File: src/rtl/hamming_cw_deserializer_pkg.sv
`default_nettype none
// ============================================================================
//  Module  : hamming_cw_deserializer_pkg
//  Brief   : Shared Hamming (38,32) widths and receive FSM state type.
//  Revision: 1.0 - initial release
// ============================================================================
package hamming_cw_deserializer_pkg;

  localparam int HAM_DATA_W = 32;
  localparam int HAM_PAR_W  = 6;
  localparam int HAM_CW_W   = HAM_DATA_W + HAM_PAR_W;

  typedef enum logic [0:0] {
    ST_IDLE = 1'b0,
    ST_RECV = 1'b1
  } state_t;

endpackage
`default_nettype wire

File: src/rtl/hamming_cw_deserializer_if.sv
`default_nettype none
// ============================================================================
//  Module  : hamming_cw_deserializer_if
//  Brief   : Serial input and valid/ready codeword output bundle.
//  Revision: 1.0 - initial release
// ============================================================================
interface hamming_cw_deserializer_if
  import hamming_cw_deserializer_pkg::*;
#(
  parameter int CW_W = HAM_CW_W
) ();

  logic            ser_in;
  logic            ser_valid;
  logic            ser_sof;
  logic [CW_W-1:0] cw_out;
  logic            cw_valid;
  logic            cw_ready;

  // Source of serial bits and consumer of codewords
  modport master (
    output ser_in, ser_valid, ser_sof, cw_ready,
    input  cw_out, cw_valid
  );

  // Deserializer side
  modport slave (
    input  ser_in, ser_valid, ser_sof, cw_ready,
    output cw_out, cw_valid
  );

endinterface
`default_nettype wire

File: src/rtl/hamming_cw_deserializer_sat_counter.sv
`default_nettype none
// ============================================================================
//  Module  : sat_counter
//  Brief   : Up-counter that sticks at all-ones instead of wrapping.
//  Revision: 1.0 - initial release
// ============================================================================
module sat_counter #(
  parameter int W = 16
) (
  input  wire logic         clk,
  input  wire logic         rst_n,
  input  wire logic         i_inc,
  output logic [W-1:0]      o_count
);

  logic [W-1:0] r_count;

  // Count increment requests until saturation
  always_ff @(posedge clk or negedge rst_n) begin
    if (!rst_n) begin
      r_count <= '0;
    end else if (i_inc && (r_count != {W{1'b1}})) begin
      r_count <= r_count + 1'b1;
    end
  end

  assign o_count = r_count;

endmodule
`default_nettype wire

File: src/rtl/hamming_cw_deserializer.sv
`default_nettype none
// ============================================================================
//  Module  : hamming_cw_deserializer
//  Brief   : Frames serial Hamming codewords on sof, assembles CW_W bits and
//            hands them off through a one-entry valid/ready buffer. Frames
//            completing into a full buffer are dropped and counted.
//  Revision: 1.0 - initial release
// ============================================================================
module hamming_cw_deserializer
  import hamming_cw_deserializer_pkg::*;
#(
  parameter int CW_W      = HAM_CW_W,
  parameter int CNT_W     = 16,
  parameter bit MSB_FIRST = 1'b0
) (
  input  wire logic                  clk,
  input  wire logic                  rst_n,
  hamming_cw_deserializer_if.slave   bus,
  output logic                       frame_err,
  output logic [CNT_W-1:0]           drop_cnt,
  output logic [CNT_W-1:0]           frame_err_cnt
);

  localparam int              C_BC_W = $clog2(CW_W);
  localparam logic [C_BC_W-1:0] C_LAST = C_BC_W'(CW_W - 1);
  localparam logic [C_BC_W-1:0] C_ONE  = C_BC_W'(1);

  state_t            r_state;
  logic [C_BC_W-1:0] r_bit_cnt;
  logic [CW_W-1:0]   r_shift;
  logic [CW_W-1:0]   r_cw_out;
  logic              r_cw_valid;
  logic              r_frame_err;

  state_t            w_state_nxt;
  logic [C_BC_W-1:0] w_cnt_nxt;
  logic [CW_W-1:0]   w_shift_nxt;
  logic [CW_W-1:0]   w_word;
  logic              w_abort;
  logic              w_complete;
  logic              w_buf_free;
  logic              w_drop;
  logic [C_BC_W-1:0] w_pos;
  logic [C_BC_W-1:0] w_pos0;

  // Map the running bit count onto a codeword bit position
  if (MSB_FIRST) begin : g_msb_first
    assign w_pos  = C_LAST - r_bit_cnt;
    assign w_pos0 = C_LAST;
  end else begin : g_lsb_first
    assign w_pos  = r_bit_cnt;
    assign w_pos0 = '0;
  end

  // Next-state, assembly and framing decisions for the current qualified bit
  always_comb begin
    w_state_nxt = r_state;
    w_cnt_nxt   = r_bit_cnt;
    w_shift_nxt = r_shift;
    w_word      = r_shift;
    w_abort     = 1'b0;
    w_complete  = 1'b0;
    if (bus.ser_valid) begin
      if (bus.ser_sof) begin
        // sof always restarts, even on the position that would complete a frame
        w_abort             = (r_state == ST_RECV);
        w_shift_nxt         = '0;
        w_shift_nxt[w_pos0] = bus.ser_in;
        w_cnt_nxt           = C_ONE;
        w_state_nxt         = ST_RECV;
      end else if (r_state == ST_RECV) begin
        w_word[w_pos] = bus.ser_in;
        if (r_bit_cnt == C_LAST) begin
          w_complete  = 1'b1;
          w_shift_nxt = '0;
          w_cnt_nxt   = '0;
          w_state_nxt = ST_IDLE;
        end else begin
          w_shift_nxt = w_word;
          w_cnt_nxt   = r_bit_cnt + C_ONE;
        end
      end
    end
  end

  // Buffer can take a word if empty or being emptied this very cycle
  assign w_buf_free = !r_cw_valid || bus.cw_ready;
  assign w_drop     = w_complete && !w_buf_free;

  // FSM state, bit counter and assembly register
  always_ff @(posedge clk or negedge rst_n) begin
    if (!rst_n) begin
      r_state   <= ST_IDLE;
      r_bit_cnt <= '0;
      r_shift   <= '0;
    end else begin
      r_state   <= w_state_nxt;
      r_bit_cnt <= w_cnt_nxt;
      r_shift   <= w_shift_nxt;
    end
  end

  // One-entry output buffer and abort pulse
  always_ff @(posedge clk or negedge rst_n) begin
    if (!rst_n) begin
      r_cw_out    <= '0;
      r_cw_valid  <= 1'b0;
      r_frame_err <= 1'b0;
    end else begin
      r_frame_err <= w_abort;
      if (w_complete && w_buf_free) begin
        r_cw_out   <= w_word;
        r_cw_valid <= 1'b1;
      end else if (bus.cw_ready) begin
        r_cw_valid <= 1'b0;
      end
    end
  end

  sat_counter #(.W(CNT_W)) u_drop_cnt (
    .clk     (clk),
    .rst_n   (rst_n),
    .i_inc   (w_drop),
    .o_count (drop_cnt)
  );

  sat_counter #(.W(CNT_W)) u_frame_err_cnt (
    .clk     (clk),
    .rst_n   (rst_n),
    .i_inc   (r_frame_err),
    .o_count (frame_err_cnt)
  );

  assign bus.cw_out   = r_cw_out;
  assign bus.cw_valid = r_cw_valid;
  assign frame_err    = r_frame_err;

endmodule
`default_nettype wire

File: src/flat_wrapper.sv
// flat-port wrapper written by rule: the top's interface ports become plain ports
module hamming_cw_deserializer_flat import hamming_cw_deserializer_pkg::*;
#(
  parameter int CW_W      = HAM_CW_W,
  parameter int CNT_W     = 16,
  parameter bit MSB_FIRST = 1'b0
)
  (clk, rst_n, frame_err, drop_cnt, frame_err_cnt, bus_ser_in, bus_ser_valid, bus_ser_sof, bus_cw_ready, bus_cw_out, bus_cw_valid);
  hamming_cw_deserializer_if #(.CW_W(CW_W)) bus_i ();
  input  wire logic clk;
  input  wire logic rst_n;
  output logic frame_err;
  output logic [CNT_W-1:0] drop_cnt;
  output logic [CNT_W-1:0] frame_err_cnt;
  input wire logic [$bits(bus_i.ser_in)-1:0] bus_ser_in;
  input wire logic [$bits(bus_i.ser_valid)-1:0] bus_ser_valid;
  input wire logic [$bits(bus_i.ser_sof)-1:0] bus_ser_sof;
  input wire logic [$bits(bus_i.cw_ready)-1:0] bus_cw_ready;
  output wire logic [$bits(bus_i.cw_out)-1:0] bus_cw_out;
  output wire logic [$bits(bus_i.cw_valid)-1:0] bus_cw_valid;
  assign bus_i.ser_in = bus_ser_in;
  assign bus_i.ser_valid = bus_ser_valid;
  assign bus_i.ser_sof = bus_ser_sof;
  assign bus_i.cw_ready = bus_cw_ready;
  assign bus_cw_out = bus_i.cw_out;
  assign bus_cw_valid = bus_i.cw_valid;
  hamming_cw_deserializer #(.CW_W(CW_W), .CNT_W(CNT_W), .MSB_FIRST(MSB_FIRST)) u_core (.clk(clk), .rst_n(rst_n), .bus(bus_i), .frame_err(frame_err), .drop_cnt(drop_cnt), .frame_err_cnt(frame_err_cnt));
endmodule
File: config.mk
export PLATFORM = sky130hd
export DESIGN_NAME = hamming_cw_deserializer_flat
export DESIGN_NICKNAME = d
export VERILOG_FILES = /design/src/rtl/hamming_cw_deserializer_pkg.sv /design/src/rtl/hamming_cw_deserializer_if.sv /design/src/rtl/hamming_cw_deserializer_sat_counter.sv /design/src/rtl/hamming_cw_deserializer.sv /design/src/flat_wrapper.sv
export SDC_FILE = /design/constraint.sdc
export NUM_CORES = 1
export LEC_CHECK = 0
export ABC_AREA = 1
export BUFFER_PORTS_ARGS = -buffer_cell sky130_fd_sc_hd__buf_4
export CAP_MARGIN = 25
export CORE_AREA = 8 8 108 120
export CTS_CLUSTER_DIAMETER = 80
export DETAILED_ROUTE_END_ITERATION = 16
export DIE_AREA = 0 0 116 128
export PLACE_DENSITY = 0.79
export SETUP_SLACK_MARGIN = 0.1
export SLEW_MARGIN = 20
export SYNTH_ARGS = -nofsm -noshare
export SYNTH_HDL_FRONTEND = slang
export SYNTH_SLANG_ARGS = --single-unit
File: constraint.sdc
create_clock -name clk -period 2.2 [get_ports clk]
set_input_delay 0.33 -clock clk [delete_from_list [all_inputs] [get_ports clk]]
set_output_delay 0.33 -clock clk [all_outputs]
set_load 0.01 [all_outputs]
==> results of run 1 <==
[state kept, by name, summed over array words and instances, names as in the netlist]
register	count
u_core.u_drop_cnt.o_count	16
u_core.frame_err	1
u_core.bus.cw_valid	1
u_core.u_frame_err_cnt.o_count	16
u_core.r_bit_cnt	6
u_core.bus.cw_out	38
u_core.r_shift	38
u_core.r_state	1
[stage by stage]
stage | instance area (sq um) | total power [uW] | setup slack, ns | utilization (%) | hold slack [ns]
after CTS | 7520 | 5680 | 0.257 | 67.9 | 0.115
final | 7530 | 5670 | 0.285 | 67.9 | 0.121
after floorplan | 6240 | 2650 | 0.505 | - | 0.0344
after detailed placement | 6910 | 2890 | 0.143 | 62.4 | 0.383
after global placement | 6910 | 2850 | 0.0289 | 62.3 | 0.372
after global routing | 7530 | 5870 | 0.133 | 67.9 | 0.119
[how the worst max path moves through the flow]
stage                                      start                                 to  slack [ns]  depth (start not counted)
2_1_floorplan                u_core.r_bit_cnt[1]       u_core.u_drop_cnt.o_count[3]        0.51                         11
3_3_place_gp   u_core.u_frame_err_cnt.o_count[0]  u_core.u_frame_err_cnt.o_count[9]        0.03                          8
3_5_place_dp                 u_core.r_bit_cnt[1]              u_core.bus.cw_out[37]        0.14                          8
4_1_cts                      u_core.r_bit_cnt[2]      u_core.u_drop_cnt.o_count[14]        0.26                          8
5_1_grt                      u_core.r_bit_cnt[1]      u_core.u_drop_cnt.o_count[14]        0.13                         10
6_report                     u_core.r_bit_cnt[1]      u_core.u_drop_cnt.o_count[14]        0.28                         10
[metal layers]
metal / share of wire [%] / wire (um) / track usage [%] / vias up
met4: 1.7 / 276 / 8.40 / 0
li1: - / - / - / 2779
met3: 7.0 / 1130 / 5.98 / 32
met2: 48 / 7820 / 36.1 / 243
met1: 43 / 6920 / 28.9 / 2698
met5: 0 / 0 / 0 / -
[critical path, stage by stage (launching register included)]
cell and delay (ns):
dfrtp_1 0.40, clkinv_1 0.08, ha_1 0.18, nand3_4 0.08, nor2_4 0.11, buf_4 0.23
nand3_4 0.11, nor2_8 0.30, inv_2 0.16, nand2_1 0.09, nand2_1 0.05
[power groups by stage]
stage | Sequential (uW) | Clock [uW] | Combinational (uW)
after floorplan | 2330 | 0 | 316
after global placement | 2330 | 0 | 525
after detailed placement | 2340 | 0 | 548
after CTS | 2300 | 2830 | 552
after global routing | 2320 | 2930 | 617
final | 2310 | 2810 | 553
[kinds of logic (layout without fill, tap and decap cells)]
group / Yosys count / count (layout) / share of synthesized area (%)
compound gates: 129 / 129 / 11.8
flops: 117 / 117 / 47.0
buf+inv: 89 / 180 / 7.22
fa+ha+maj: 4 / 4 / 0.803
xor+xnor: 13 / 13 / 1.83
simple gates: 452 / 452 / 31.4
[cell usage after synthesis, types with 2 or more instances]
master	count
buf_4	4
a21oi_1	2
o22ai_1	4
clkbuf_1	8
o21ai_0	47
nand2_1	264
o21bai_1	23
o21ai_2	8
nor2_2	2
nand3_2	2
buf_6	7
nor2_4	4
ha_1	4
buf_2	11
xnor2_1	4
nand4_1	12
inv_2	4
nand2_2	5
buf_1	2
nor2_1	69
dfrtp_1	117
o21ai_1	45
xor2_1	9
nand3_1	89
nand3_4	2
inv_1	48
[final cells by class]
cell class              count  area share, %
flip-flops and latches    117           38.9
multi-input cells         598           38.1
repair buffers             93           9.64
clock buffers              20           5.93
inverters                  55           2.88
well taps                 150           2.49
clock inverters            12           2.04
[timing repair]
item / CTS / global route
setup endpoints to repair: 1 / 14
hold buffers: 1 / 0
hold endpoints to repair: 44 / 0
gates resized for setup: 1 / 2
buffers inserted: 0 / 0
==> reports/results.ini, run 1 <==
[global_routing]
gr-usage-all-layers_pct=22.7
grt_pass1_wl_um=26900
grt_start_max_net_pins=72
overflow=0
grt_pass1_vias=5544
antenna_found_initial=0

[detailed_routing]
ant_nets=0
num_vias=5752
viasPerCell=5.50
dr.pass1.iters=6
drt_iter0_drc=629
wire_per_inst_um=15.5
drt_wl_total_um=16200
drc=0

[yosys]
synth_ff_type=dfrtp_1
ys_seq_elements=117
synth_top_area_share_pct=47.0
synth_edf_count=0
yosys.area.top_type=dfrtp_1
syn_area_sq_mm=0.00624
synthArstFlopShare_pct=100
synth_cells=804
synth_fp_nets=814
synth_area_leaders=dfrtp_1, nand2_1, nand3_1, nor2_1, o21ai_0
yosysUniqueCellTypes=34
synth-warning-count=0
syn_avg_cell_area_sq_um=7.76
ys_seq_area_share_pct=47.0

[flow_run]
maxCapViolCount=0

[sta]
rsz0062_at_grt=false
slew_viol_final=0
hold_viol=0
setup_viol=0
clock.fmax_mhz=522
tightest_slew_ns=0.666
tns_ns=0
fin_crit_sh_pct=87.1
fin_worst_skew_ns=0.00731
fin_crit_ns=1.92
slew_headroom_pct=55.4

[hold_path]
worst_hold_path_type=in -> reg
min_to=u_core.bus.cw_valid
hold_path_depth=2
hp-start=bus_cw_ready

[clock_tree]
cts_root_buf=clkbuf_16
htreeDepth=4
cts_sinks=117
cts_tree=done
cts_inserted_buffers=17
insertion_delay_ns=0.42
clk_pin_slew_ns=0.05
clk_path_buf_depth=2

[power]
cellLeakagePower_uw=0.00346
combPwrFrac_pct=9.8
p_int_uw=4210
peakVddDrop_mv=0.478
sequentialPowerShare_pct=40.7
switching_share_pct=25.6
clockPowerShare_pct=49.5
power_density_mw_per_mm2=753
p_switching_uw=1450

[floorplanning]
core-area_sq_mm=0.0111
die_y_um=128
start_util_pct=56.3
die-area_sq_mm=0.0148
num_io_pins=78
fp.dieW_um=116
num_rows=41

[final_layout]
final_common_cell=nand2_1
multi_input_area_sq_mm=0.00287
seq_area_sq_mm=0.00293
layout.nets=892
layout_common_cells=nand2_1, dfrtp_1, buf_4
drive_above_1_share_pct=17.5
antenna_cells=0
nFillCells=944
final_cells=1045
area_growth_pct=20.7

[setup_path]
critPathRequiredTime_ns=2.50
r2r-end=u_core.u_drop_cnt.o_count[14]
arrival_ns=2.22
r2r-start=u_core.r_bit_cnt[1]
crit_type=reg -> reg
endpoint_kind=register
rrSetupSlack_ns=0.28
cp-start-kind=register
path_max_fanout=20
reg2regPathDepth=10

[place]
place_inst=1012
portBuffers=77
hpwlAfterDp_um=11000
gp_congestion=0.925

[status]
outcome=finished clean

(Power assumes the default switching activity.)
==> run 2, diff against run 1 <==
--- a/config.mk
+++ b/config.mk
@@ -6,13 +6,13 @@
 export NUM_CORES = 1
 export LEC_CHECK = 0
 export ABC_AREA = 1
-export BUFFER_PORTS_ARGS = -buffer_cell sky130_fd_sc_hd__buf_4
 export CAP_MARGIN = 25
-export CORE_AREA = 8 8 108 120
+export CORE_AREA = 8 8 104 115
 export CTS_CLUSTER_DIAMETER = 80
 export DETAILED_ROUTE_END_ITERATION = 16
-export DIE_AREA = 0 0 116 128
-export PLACE_DENSITY = 0.79
+export DIE_AREA = 0 0 112 123
+export DONT_BUFFER_PORTS = 1
+export PLACE_DENSITY = 0.78
 export SETUP_SLACK_MARGIN = 0.1
 export SLEW_MARGIN = 20
 export SYNTH_ARGS = -nofsm -noshare
==> run 2 against run 1 <==
  * The run now ends with hold timing left
  * Die area decreased by 7.2%
  * Maximum frequency down 2.1%
  * Sequential power barely moved
  * Sequential share of layout area is 3.6 points higher
  * Critical path depth is 2 lower
  * Combinational power decreased by 9.8%
  * Cell count shrank 9.8%
  * First-iteration DRC count shrank 18%
  * Non-clock buffer count is 74 lower
  * Final area decreased by 8.6%
  * Clock skew is 0.0039 ns higher
  * Core utilization decreased by 0.13 points
  * Largest power group unchanged
==> reports/results.ini, run 2 (synthesis gave the netlist of run 1 again) <==
[floorplanning]
core-area_sq_mm=0.0101
start_util_pct=61.4
fp.dieW_um=112
die_y_um=123
num_io_pins=78
num_rows=39
die-area_sq_mm=0.0138

[detailed_routing]
wire_per_inst_um=16.0
ant_nets=0
num_vias=5400
drt_wl_total_um=15100
drc=0
viasPerCell=5.73
dr.pass1.iters=5
drt_iter0_drc=513

[clock_tree]
htreeDepth=4
cts_root_buf=clkbuf_16
cts_resized=0
cts_tree=done
clk_path_buf_depth=2
cts_sinks=117
cts_inserted_buffers=17
insertion_delay_ns=0.41
post_cts_buffers=0
clk_pin_slew_ns=0.05

[global_routing]
gr-usage-all-layers_pct=22.5
grt_pass1_vias=5161
antenna_found_initial=0
grt_pass1_wl_um=25100
overflow=0
grt_start_max_net_pins=118

[sta]
hold_slack_ns=-0.380
clock.fmax_mhz=511
slew_headroom_pct=51.2
slew_viol_final=0
tns_ns=0
fin_worst_skew_ns=0.0112
setup_viol=0
hold_viol=117
fin_crit_sh_pct=89.0
fin_crit_ns=1.96
tightest_slew_ns=0.730
rsz0062_at_grt=false

[place]
portBuffers=0
gp_congestion=0.887
hpwlAfterDp_um=9990
post_dp_cell_area_sq_mm=0.00630

[setup_path]
path_max_fanout=37
crit_start=u_core.r_bit_cnt[2]
endpoint_kind=register
cp-start-kind=register
path_cells=nand3_4 -> nor2_4 -> buf_4 -> inv_1 -> nand2_1 -> inv_1 -> nand2_1 -> o21ai_0
crit_path_max_incr_delay_ns=0.62
critPathSlowestCell=dfrtp_1
r2r-start=u_core.r_bit_cnt[2]
crit_type=reg -> reg
critPathRequiredTime_ns=2.48
arrival_ns=2.24

[final_layout]
area_growth_pct=10.4
finalInstanceArea_sq_mm=0.00688
layout.nets=818
drive_above_1_share_pct=9.88
final_common_cell=nand2_1
layout_common_cells=nand2_1, dfrtp_1, nand3_1
antenna_cells=0

[status]
violations=hold timing
outcome=finished, violations left

[power]
peakVddDrop_mv=0.474
power_density_mw_per_mm2=789
cellLeakagePower_uw=0.00307

[flow_run]
maxCapViolCount=0

[hold_path]
worst_hold_path_type=in -> async

==> run 2: cell types whose count changed in the layout (fill, tap and decap cells not counted), sizes merged <==
cell / previous run / this run
clkbuf: 20 / 21
clkinvlp: 6 / 1
clkinv: 3 / 8
buf: 92 / 19
dlygate4sd3: 1 / 0
inv: 55 / 54
bufinv: 3 / 2
==> run 2: where the power goes <==
part	internal [uW]	leakage [uW]	switching, uW
logic	169	0.00122	331
clock network	1710	0.000282	941
registers	2220	0.00157	65.3
total	4090	0.00307	1340
==> run 2: final timing paths <==
check / end / slack, ns / cells after the start
worst max-delay path: u_core.r_bit_cnt[5] / 0.24 / 8
worst min-delay path: u_core.bus.cw_out[27] / -0.38 / 0
worst max register to register: u_core.r_bit_cnt[5] / 0.24 / 8
worst min register to register: u_core.r_shift[21] / 0.48 / 2
max in group asynchronous: u_core.u_frame_err_cnt.o_count[4] / 2.35 / 0
min in group clk: u_core.bus.cw_valid / 0.06 / 1
==> run 2: layer usage <==
layer	share of wire (%)	up-vias	global-route usage (%)
met5	0	-	0
met4	1.8	0	9.79
met3	8.3	29	5.91
met2	47	221	36.9
met1	42	2520	27.8
li1	-	2630	-
==> run 2: area by class of cell <==
| cell class | instances | area (sq um) |
|---|---|---|
| Clock inverter | 10 | 106 |
| Clock buffer | 21 | 460 |
| Inverter | 55 | 214 |
| Fill cell | 815 | 3270 |
| Sequential cell | 117 | 2930 |
| Timing Repair Buffer | 19 | 159 |
| Multi-Input combinational cell | 598 | 2860 |
| Tap cell | 123 | 154 |
==> run 2: stage by stage <==
step | total power [uW] | cells | util [%] | setup WS, ns | hold WS [ns]
final | 5430 | 943 | 67.8 | 0.243 | -0.380
after global routing | 5610 | 943 | 67.8 | 0.107 | -0.391
after CTS | 5460 | 942 | 67.6 | 0.138 | -0.391
after detailed placement | 2810 | 911 | 62.0 | 0.138 | 0.0386
after global placement | 2780 | 910 | 61.9 | 0.190 | 0.0395
after floorplan | 2650 | 804 | - | 0.505 | 0.0344
==> run 2: worst max-delay path, delay by kind of cell (launching register included) <==
kind,cells,cell delay (ns)
DFF,1,0.62
buffers and inverters,3,0.58
AOI/OAI and AO/OA,1,0.07
and+or+nand+nor,4,0.55
